**config.mk**
```make
export PLATFORM = sky130hd
export DESIGN_NAME = stopwatch_chain_flat
export DESIGN_NICKNAME = d
export VERILOG_FILES = /design/src/rtl/stopwatch_pkg.sv /design/src/rtl/stopwatch_chain_if.sv /design/src/rtl/mod_field.sv /design/src/rtl/stopwatch_chain.sv /design/src/flat_wrapper.sv
export SDC_FILE = /design/constraint.sdc
export NUM_CORES = 1
export LEC_CHECK = 0
export CAP_MARGIN = 15
export CORE_UTILIZATION = 51
export CTS_CLUSTER_DIAMETER = 50
export DETAILED_ROUTE_END_ITERATION = 8
export GPL_ROUTABILITY_DRIVEN = 1
export PLACE_DENSITY = 0.77
export SLEW_MARGIN = 25
export SYNTH_ARGS = -nofsm -noshare
export SYNTH_HDL_FRONTEND = slang
export SYNTH_HIERARCHICAL = 1
export SYNTH_SLANG_ARGS = --single-unit
```
**constraint.sdc**
```tcl
create_clock -name clk -period 18.7 [get_ports clk]
set_input_delay 3.74 -clock clk [delete_from_list [all_inputs] [get_ports clk]]
set_output_delay 3.74 -clock clk [all_outputs]
set_load 0.05 [all_outputs]
```
**src/rtl/stopwatch_pkg.sv**
```systemverilog
// stopwatch_pkg -- shared constants for the stopwatch_chain slice.
//   * default field moduli (ms/sec/min/hr)
//   * step_sel encodings and the helper that turns them into a ms amount
//   * unit_sel encodings used by the display mux
package stopwatch_pkg;

  localparam int MS_MOD_DEF  = 1000;
  localparam int SEC_MOD_DEF = 60;
  localparam int MIN_MOD_DEF = 60;
  localparam int HR_MOD_DEF  = 24;

  localparam logic [1:0] STEP_NONE = 2'b00;
  localparam logic [1:0] STEP_1    = 2'b01;
  localparam logic [1:0] STEP_10   = 2'b10;

  localparam logic [1:0] UNIT_MS  = 2'b00;
  localparam logic [1:0] UNIT_SEC = 2'b01;
  localparam logic [1:0] UNIT_MIN = 2'b10;
  localparam logic [1:0] UNIT_HR  = 2'b11;

  // ms added per tick; 2'b11 is treated like STEP_NONE.
  function automatic logic [3:0] step_amount(input logic [1:0] sel);
    case (sel)
      STEP_1:  step_amount = 4'd1;
      STEP_10: step_amount = 4'd10;
      default: step_amount = 4'd0;
    endcase
  endfunction

endpackage

```
**src/rtl/stopwatch_chain_if.sv**
```systemverilog
// stopwatch_chain_if -- control and display bundle of stopwatch_chain.
//   master: drives run/step_sel/clear/hold/unit_sel, reads the displayed fields
//   slave : the stopwatch itself
// Optional macro COUNT_DOWN_EN adds dir (1 = count down) and the sticky expired flag.
interface stopwatch_chain_if #(
  parameter int MS_W  = 10,
  parameter int SEC_W = 6,
  parameter int MIN_W = 6,
  parameter int HR_W  = 5
);
  logic             run;
  logic [1:0]       step_sel;
  logic             clear;
  logic             hold;
  logic [1:0]       unit_sel;
  logic [MS_W-1:0]  ms_out;
  logic [SEC_W-1:0] sec_out;
  logic [MIN_W-1:0] min_out;
  logic [HR_W-1:0]  hr_out;
  logic [MS_W-1:0]  sel_out;
  logic             rollover;
`ifdef COUNT_DOWN_EN
  logic             dir;
  logic             expired;
`endif

  modport master (
    output run, step_sel, clear, hold, unit_sel,
`ifdef COUNT_DOWN_EN
    output dir,
    input  expired,
`endif
    input  ms_out, sec_out, min_out, hr_out, sel_out, rollover
  );

  modport slave (
    input  run, step_sel, clear, hold, unit_sel,
`ifdef COUNT_DOWN_EN
    input  dir,
    output expired,
`endif
    output ms_out, sec_out, min_out, hr_out, sel_out, rollover
  );

endinterface

```
**src/rtl/mod_field.sv**
```systemverilog
// mod_field -- one modulo-MOD counter field of the stopwatch cascade.
//   clk, reset (sync, active-low), clr_i (sync zero)
//   inc_i       : amount added this cycle (step for ms, tied 0 elsewhere)
//   carry_in_i  : +1 from the field below
//   value_o     : registered field value
//   carry_out_o : combinational, this field wraps at the coming edge
// With COUNT_DOWN_EN: dir_i selects subtraction, borrow_in_i/borrow_out_o
// chain the borrow, next_o exposes the pre-clear next value for expiry detection.
module mod_field
  import stopwatch_pkg::*;
#(
  parameter int MOD = 60,
  parameter int IW  = 1,
  parameter int W   = $clog2(MOD)
) (
  input  logic          clk,
  input  logic          reset,
  input  logic          clr_i,
  input  logic [IW-1:0] inc_i,
  input  logic          carry_in_i,
`ifdef COUNT_DOWN_EN
  input  logic          dir_i,
  input  logic          borrow_in_i,
  output logic          borrow_out_o,
  output logic [W-1:0]  next_o,
`endif
  output logic [W-1:0]  value_o,
  output logic          carry_out_o
);

  // One extra bit so value + step cannot overflow before the modulus compare.
  localparam int SW = W + 1;

  logic [W-1:0]  value_q, value_d, nxt;
  logic [SW-1:0] sum;
  logic          carry;
`ifdef COUNT_DOWN_EN
  logic [SW-1:0] need;
  logic          borrow;
`endif

  always_comb begin
    sum   = {1'b0, value_q} + SW'(inc_i) + SW'(carry_in_i);
    carry = 1'b0;
    nxt   = W'(sum);
    if (sum >= SW'(MOD)) begin
      carry = 1'b1;
      nxt   = W'(sum - SW'(MOD));
    end
`ifdef COUNT_DOWN_EN
    need   = SW'(inc_i) + SW'(borrow_in_i);
    borrow = 1'b0;
    if (dir_i) begin
      carry = 1'b0;
      if ({1'b0, value_q} >= need) begin
        nxt = W'({1'b0, value_q} - need);
      end else begin
        nxt    = W'({1'b0, value_q} + SW'(MOD) - need);
        borrow = 1'b1;
      end
    end
`endif
    value_d = clr_i ? '0 : nxt;
  end

  always_ff @(posedge clk) begin
    if (!reset) value_q <= '0;
    else        value_q <= value_d;
  end

  assign value_o     = value_q;
  assign carry_out_o = carry;
`ifdef COUNT_DOWN_EN
  assign borrow_out_o = borrow;
  assign next_o       = nxt;
`endif

endmodule

```
**src/rtl/stopwatch_chain.sv**
```systemverilog
// stopwatch_chain -- cascaded ms/sec/min/hr stopwatch with prescaled tick.
//   clk, reset (sync, active-low)
//   bus (stopwatch_chain_if.slave): run, step_sel, clear, hold, unit_sel in;
//     ms/sec/min/hr_out (held display), sel_out (unit view), rollover pulse out.
// Optional macro COUNT_DOWN_EN: bus.dir counts down, bus.expired goes sticky
// when the count reaches or would pass zero; further ticks are then ignored.
module stopwatch_chain
  import stopwatch_pkg::*;
#(
  parameter int TICK_DIV = 100000,
  parameter int MS_MOD   = MS_MOD_DEF,
  parameter int SEC_MOD  = SEC_MOD_DEF,
  parameter int MIN_MOD  = MIN_MOD_DEF,
  parameter int HR_MOD   = HR_MOD_DEF
) (
  input logic              clk,
  input logic              reset,
  stopwatch_chain_if.slave bus
);

  localparam int PW    = $clog2(TICK_DIV);
  localparam int MS_W  = $clog2(MS_MOD);
  localparam int SEC_W = $clog2(SEC_MOD);
  localparam int MIN_W = $clog2(MIN_MOD);
  localparam int HR_W  = $clog2(HR_MOD);

  logic [PW-1:0]    presc_q, presc_d;
  logic [MS_W-1:0]  disp_ms_q, disp_ms_d;
  logic [SEC_W-1:0] disp_sec_q, disp_sec_d;
  logic [MIN_W-1:0] disp_min_q, disp_min_d;
  logic [HR_W-1:0]  disp_hr_q, disp_hr_d;
  logic             rollover_q, rollover_d;

  logic [MS_W-1:0]  ms_val;
  logic [SEC_W-1:0] sec_val;
  logic [MIN_W-1:0] min_val;
  logic [HR_W-1:0]  hr_val;
  logic             ms_c, sec_c, min_c, hr_c;
  logic             tick, adv, field_clr;
  logic [3:0]       step_amt, ms_inc;

  assign tick     = bus.run && (presc_q == PW'(TICK_DIV - 1));
  assign step_amt = step_amount(bus.step_sel);

`ifdef COUNT_DOWN_EN
  logic             expired_q, expired_d, expire_now;
  logic             ms_b, sec_b, min_b, hr_b;
  logic [MS_W-1:0]  ms_nxt;
  logic [SEC_W-1:0] sec_nxt;
  logic [MIN_W-1:0] min_nxt;
  logic [HR_W-1:0]  hr_nxt;

  // A tick that lands on zero or underflows terminates the countdown.
  assign adv        = tick && !bus.clear && (step_amt != 4'd0) && !expired_q;
  assign expire_now = adv && bus.dir &&
                      (hr_b || (ms_nxt == '0 && sec_nxt == '0 && min_nxt == '0 && hr_nxt == '0));
  assign field_clr  = bus.clear || expire_now;
  assign expired_d  = bus.clear ? 1'b0 : (expired_q || expire_now);
  assign bus.expired = expired_q;
`else
  assign adv       = tick && !bus.clear && (step_amt != 4'd0);
  assign field_clr = bus.clear;
`endif

  // Only the ms field sees the step; carries ripple combinationally upward.
  assign ms_inc = adv ? step_amt : 4'd0;

  mod_field #(.MOD(MS_MOD), .IW(4)) u_ms (
    .clk(clk), .reset(reset), .clr_i(field_clr), .inc_i(ms_inc), .carry_in_i(1'b0),
`ifdef COUNT_DOWN_EN
    .dir_i(bus.dir), .borrow_in_i(1'b0), .borrow_out_o(ms_b), .next_o(ms_nxt),
`endif
    .value_o(ms_val), .carry_out_o(ms_c)
  );

  mod_field #(.MOD(SEC_MOD), .IW(1)) u_sec (
    .clk(clk), .reset(reset), .clr_i(field_clr), .inc_i(1'b0), .carry_in_i(ms_c),
`ifdef COUNT_DOWN_EN
    .dir_i(bus.dir), .borrow_in_i(ms_b), .borrow_out_o(sec_b), .next_o(sec_nxt),
`endif
    .value_o(sec_val), .carry_out_o(sec_c)
  );

  mod_field #(.MOD(MIN_MOD), .IW(1)) u_min (
    .clk(clk), .reset(reset), .clr_i(field_clr), .inc_i(1'b0), .carry_in_i(sec_c),
`ifdef COUNT_DOWN_EN
    .dir_i(bus.dir), .borrow_in_i(sec_b), .borrow_out_o(min_b), .next_o(min_nxt),
`endif
    .value_o(min_val), .carry_out_o(min_c)
  );

  mod_field #(.MOD(HR_MOD), .IW(1)) u_hr (
    .clk(clk), .reset(reset), .clr_i(field_clr), .inc_i(1'b0), .carry_in_i(min_c),
`ifdef COUNT_DOWN_EN
    .dir_i(bus.dir), .borrow_in_i(min_b), .borrow_out_o(hr_b), .next_o(hr_nxt),
`endif
    .value_o(hr_val), .carry_out_o(hr_c)
  );

  always_comb begin
    presc_d    = presc_q;
    disp_ms_d  = disp_ms_q;
    disp_sec_d = disp_sec_q;
    disp_min_d = disp_min_q;
    disp_hr_d  = disp_hr_q;
    if (bus.clear) begin
      presc_d = '0;
    end else if (bus.run) begin
      presc_d = tick ? '0 : presc_q + PW'(1);
    end
    // Display trails the internal fields by one cycle unless frozen by hold.
    if (bus.clear) begin
      disp_ms_d  = '0;
      disp_sec_d = '0;
      disp_min_d = '0;
      disp_hr_d  = '0;
    end else if (!bus.hold) begin
      disp_ms_d  = ms_val;
      disp_sec_d = sec_val;
      disp_min_d = min_val;
      disp_hr_d  = hr_val;
    end
    // hr carry only exists in up mode, so down counting never pulses this.
    rollover_d = adv && hr_c;
  end

  always_ff @(posedge clk) begin
    if (!reset) begin
      presc_q    <= '0;
      disp_ms_q  <= '0;
      disp_sec_q <= '0;
      disp_min_q <= '0;
      disp_hr_q  <= '0;
      rollover_q <= 1'b0;
`ifdef COUNT_DOWN_EN
      expired_q  <= 1'b0;
`endif
    end else begin
      presc_q    <= presc_d;
      disp_ms_q  <= disp_ms_d;
      disp_sec_q <= disp_sec_d;
      disp_min_q <= disp_min_d;
      disp_hr_q  <= disp_hr_d;
      rollover_q <= rollover_d;
`ifdef COUNT_DOWN_EN
      expired_q  <= expired_d;
`endif
    end
  end

  always_comb begin
    case (bus.unit_sel)
      UNIT_SEC: bus.sel_out = MS_W'(disp_sec_q);
      UNIT_MIN: bus.sel_out = MS_W'(disp_min_q);
      UNIT_HR:  bus.sel_out = MS_W'(disp_hr_q);
      default:  bus.sel_out = disp_ms_q;
    endcase
  end

  assign bus.ms_out   = disp_ms_q;
  assign bus.sec_out  = disp_sec_q;
  assign bus.min_out  = disp_min_q;
  assign bus.hr_out   = disp_hr_q;
  assign bus.rollover = rollover_q;

endmodule
```
**src/flat_wrapper.sv**
```systemverilog
// flat-port wrapper written by rule: the top's interface ports become plain ports
module stopwatch_chain_flat import stopwatch_pkg::*;
#(
  parameter int TICK_DIV = 100000,
  parameter int MS_MOD   = MS_MOD_DEF,
  parameter int SEC_MOD  = SEC_MOD_DEF,
  parameter int MIN_MOD  = MIN_MOD_DEF,
  parameter int HR_MOD   = HR_MOD_DEF
)
  (clk, reset, bus_run, bus_step_sel, bus_clear, bus_hold, bus_unit_sel, bus_ms_out, bus_sec_out, bus_min_out, bus_hr_out, bus_sel_out, bus_rollover);
  stopwatch_chain_if bus_i ();
  input logic clk;
  input logic reset;
  input wire logic [$bits(bus_i.run)-1:0] bus_run;
  input wire logic [$bits(bus_i.step_sel)-1:0] bus_step_sel;
  input wire logic [$bits(bus_i.clear)-1:0] bus_clear;
  input wire logic [$bits(bus_i.hold)-1:0] bus_hold;
  input wire logic [$bits(bus_i.unit_sel)-1:0] bus_unit_sel;
  output wire logic [$bits(bus_i.ms_out)-1:0] bus_ms_out;
  output wire logic [$bits(bus_i.sec_out)-1:0] bus_sec_out;
  output wire logic [$bits(bus_i.min_out)-1:0] bus_min_out;
  output wire logic [$bits(bus_i.hr_out)-1:0] bus_hr_out;
  output wire logic [$bits(bus_i.sel_out)-1:0] bus_sel_out;
  output wire logic [$bits(bus_i.rollover)-1:0] bus_rollover;
  assign bus_i.run = bus_run;
  assign bus_i.step_sel = bus_step_sel;
  assign bus_i.clear = bus_clear;
  assign bus_i.hold = bus_hold;
  assign bus_i.unit_sel = bus_unit_sel;
  assign bus_ms_out = bus_i.ms_out;
  assign bus_sec_out = bus_i.sec_out;
  assign bus_min_out = bus_i.min_out;
  assign bus_hr_out = bus_i.hr_out;
  assign bus_sel_out = bus_i.sel_out;
  assign bus_rollover = bus_i.rollover;
  stopwatch_chain #(.TICK_DIV(TICK_DIV), .MS_MOD(MS_MOD), .SEC_MOD(SEC_MOD), .MIN_MOD(MIN_MOD), .HR_MOD(HR_MOD)) u_core (.clk(clk), .reset(reset), .bus(bus_i));
endmodule
```
==> reports/qor.yml <==
final_layout_size_suffix_gt1_share_pct: 11.39
area_growth_pct: 18.56
dp_hpwl_mm: 6.966
rows: 32
powerDensity_mw_per_mm2: 62.97
grt_pass1_vias: 3219
worst-path-max-fanout: 10
die_h_um: 92.37
diodes: 0
drtPass1Iterations: 4
start_util_pct: 53.35
die_w_um: 92.37
final_cell_count_no_fill: 611
clkTransAtPathRegs_ns: 0.08
combPwrFrac_pct: 6.3
cts_hold_buf: 0
first_iter_violations: 193
grt.overflow.total: 0
met2_usage_pct: 37.53
p_leak_nw: 1.789
end_kind: "flip-flop"
finalSetupViolations: 0
clock_path_buffers: 2
grt.busiest_layer: "met2"
finalWeightedCongestion: 0.9453
ant_nets: 0
path_buf_inv: 5
tritoncts: "built"
critPathMaxStageDelay_ns: 0.63
num_vias: 3537
p_switching_w: 0.00007294
critPathKind: "input port to flip-flop"
place_inst: 595
clk-insertion-delay-late_ns: 0.35
synth.distinct_cells: 78
grt_setup_unrepaired: "no"
yosysWarnings: 6
synth_cells: 454
synth-edff-count: 0
nets: 530
syn_area_mm2: 0.004165
track_usage_pct: 23.08
slew_headroom_pct: 37.23
grt_max_degree: 29
clock-sinks: 72
ctsResizeCount: 0
slowest_stage: "clkdlybuf4s50_1"
grt_pass1_wl_mm: 15.57
pwr-share-seq_pct: 49.9
synth_seq_cells: 72
postCtsSetupRepairBufs: 0
max_cap_viol_count: 0
drv_slew: 0
clkPwrFrac_pct: 43.7
synth_async_sr_flop_share_pct: 0
setup-tns-final_ns: 0
worst_pin_slew_ns: 0.9353
yosys_most_used_dff: "dfxtp_1"
ios: 47
met1_usage_pct: 30.77
hold_class: "flip-flop to flip-flop"
period_minus_slack_ns: 12.52
synth_area_per_cell_um2: 9.175
synth.yosys.seq_area_share_pct: 34.60
cpMostUsedCell: "ha_1"
wirelength_mm: 9.476
switching_share_pct: 23.46
critPathLaunchType: "input port"
critPathTopFamily: "adder cells"
htree_levels: 3
drt-vias-per-instance: 5.789
hold_ws_ns: 0.5096
numCtsBuffers: 9
antenna_found_initial: 0
cp_data_arrival_time_ns: 12.78
core_area_mm2: 0.007807
period_share_pct: 66.97
wl_per_cell_um: 15.51
final_hold_viol_count: 0
fmax_mhz: 79.86
internal_power_w: 0.0002380
port_buffers: 46
drc: 0
critPathRequiredTime_ns: 18.96
outcome: "finished clean"
grt_use_met3_pct: 4.433
cts-root-buf: "clkbuf_8"
skew_ns: 0.01325
final_core_util_pct: 63.25
die-area_mm2: 0.008532
max-vdd-ir-drop_mv: 0.03831
-- worst register-to-register path, delay by kind of cell, from the launching register on --
| family | cells | cell delay [ns] |
|---|---|---|
| AO/OA/AOI/OAI | 9 | 1.48 |
| XOR/XNOR | 2 | 0.53 |
| adder cells (fa/ha/maj) | 11 | 3.33 |
| buffers and inverters | 4 | 0.33 |
| flip-flops | 1 | 0.39 |
| AND/OR/NAND/NOR | 12 | 2.92 |
-- placed cells by master, fill, tap and decap left out, types with 5 or more instances in the layout --
cell             netlist  routed
dfxtp_1               72      72
nor2_1                64      64
clkdlybuf4s50_1        0      46
mux2i_1               33      33
nand2_1               29      29
xnor2_1               18      18
inv_1                 17      17
nand3_1               15      15
nor3_1                14      14
and2_1                13      13
ha_1                  12      12
clkbuf_8               0       9
a21oi_1                8       8
nand4_1                7       7
xor2_1                 7       7
nor2b_1                6       6
nand2b_1               7       6
mux4_2                 5       5
o21ai_1                5       5
nor4_1                 5       5
nand3b_1               5       5
conb_1                 1       5
a211oi_1               5       5
fa_1                   5       5
-- cells in the mapped netlist, types with 3 or more instances --
library cell / n / area [um^2]
nand4_1: 7 / 43.79
a21oi_1: 8 / 40.04
nor2_1: 64 / 240.2
dfxtp_1: 72 / 1441
xnor2_1: 18 / 157.7
mux2i_1: 33 / 330.3
nor2b_1: 6 / 37.54
o21ai_1: 5 / 25.02
nand2b_1: 7 / 43.79
fa_1: 5 / 100.1
ha_1: 12 / 150.1
nand2_1: 29 / 108.9
inv_1: 17 / 63.81
clkbuf_1: 3 / 11.26
and4_4: 3 / 33.78
o211a_1: 3 / 30.03
nand3_1: 15 / 75.07
or2_2: 4 / 25.02
o31ai_1: 3 / 22.52
or2_1: 4 / 25.02
a211oi_1: 5 / 37.54
and2_1: 13 / 81.33
o22ai_1: 4 / 25.02
buf_2: 6 / 30.03
mux4_2: 5 / 112.6
nor4_1: 5 / 31.28
nand3b_1: 5 / 37.54
nor3_1: 14 / 70.07
xor2_1: 7 / 61.31
-- power groups by stage --
stage               registers, W  clock network, W  logic [W]
floorplan               0.000159                 0  0.0000133
global placement        0.000159                 0  0.0000191
detailed placement      0.000159                 0  0.0000193
CTS                     0.000155          0.000139  0.0000194
global route            0.000155          0.000148  0.0000216
finish                  0.000155          0.000136  0.0000197
-- per-stage QoR --
stage          area [um^2]  worst slack (ns)  total power (W)
2_1_floorplan         4180             7.470        0.0001725
3_3_place_gp          4716             6.323        0.0001778
3_5_place_dp          4718             5.949        0.0001782
4_1_cts               4938             6.277        0.0003135
5_1_grt               4938             5.507        0.0003244
6_report              4938             6.177        0.0003110
-- area by class of cell --
class                   instances  area [um^2]
fillers                       680         2869
multi-input cells             357         2618
flip-flops and latches         72         1441
repair buffers                 47        467.9
clock buffers                  10        127.6
well taps                     102        127.6
clock inverters                 6        92.59
inverters                      17        63.81
-- metal layers --
layer	routed length (um)	part of all wire (%)
met1	4488	47
met2	4410	47
met3	465	4.9
met4	112	1.2
met5	0	0
-- registers in the layout, summed over array words and instances (netlist names) --
| name | cells |
|---|---|
| u_core/bus.min_out | 6 |
| u_core/bus.sec_out | 6 |
| u_core/bus.ms_out | 10 |
| u_core/u_sec/value_o | 6 |
| u_core/bus.rollover | 1 |
| u_core/bus.hr_out | 5 |
| u_core/presc_q | 17 |
| u_core/u_ms/value_o | 10 |
| u_core/u_hr/value_o | 5 |
| u_core/u_min/value_o | 6 |
-- logic make-up after synthesis --
logic type / count (synthesis) / share of synthesized area [%]
mux: 39 / 10.90
simple gates: 208 / 27.73
xor+xnor: 25 / 5.257
flops: 72 / 34.60
other cells: 1 / 0.09003
compound gates: 63 / 12.44
fa+ha+maj: 17 / 6.008
buf+inv: 29 / 2.974
-- final timing paths --
path | from | cells past startpoint | to | slack [ns]
max | bus_run | 38 | u_core/bus.rollover$_SDFF_PN0_ | 6.18
min reg2reg | u_core/u_hr/value_o[0]$_SDFF_PP0_ | 2 | u_core/bus.hr_out[0]$_SDFFE_PP0N_ | 0.51
min | u_core/u_hr/value_o[0]$_SDFF_PP0_ | 2 | u_core/bus.hr_out[0]$_SDFFE_PP0N_ | 0.51
max reg2reg | u_core/presc_q[0]$_SDFFE_PP0P_ | 38 | u_core/bus.rollover$_SDFF_PN0_ | 9.62
Power figures use the tool's default switching activity.
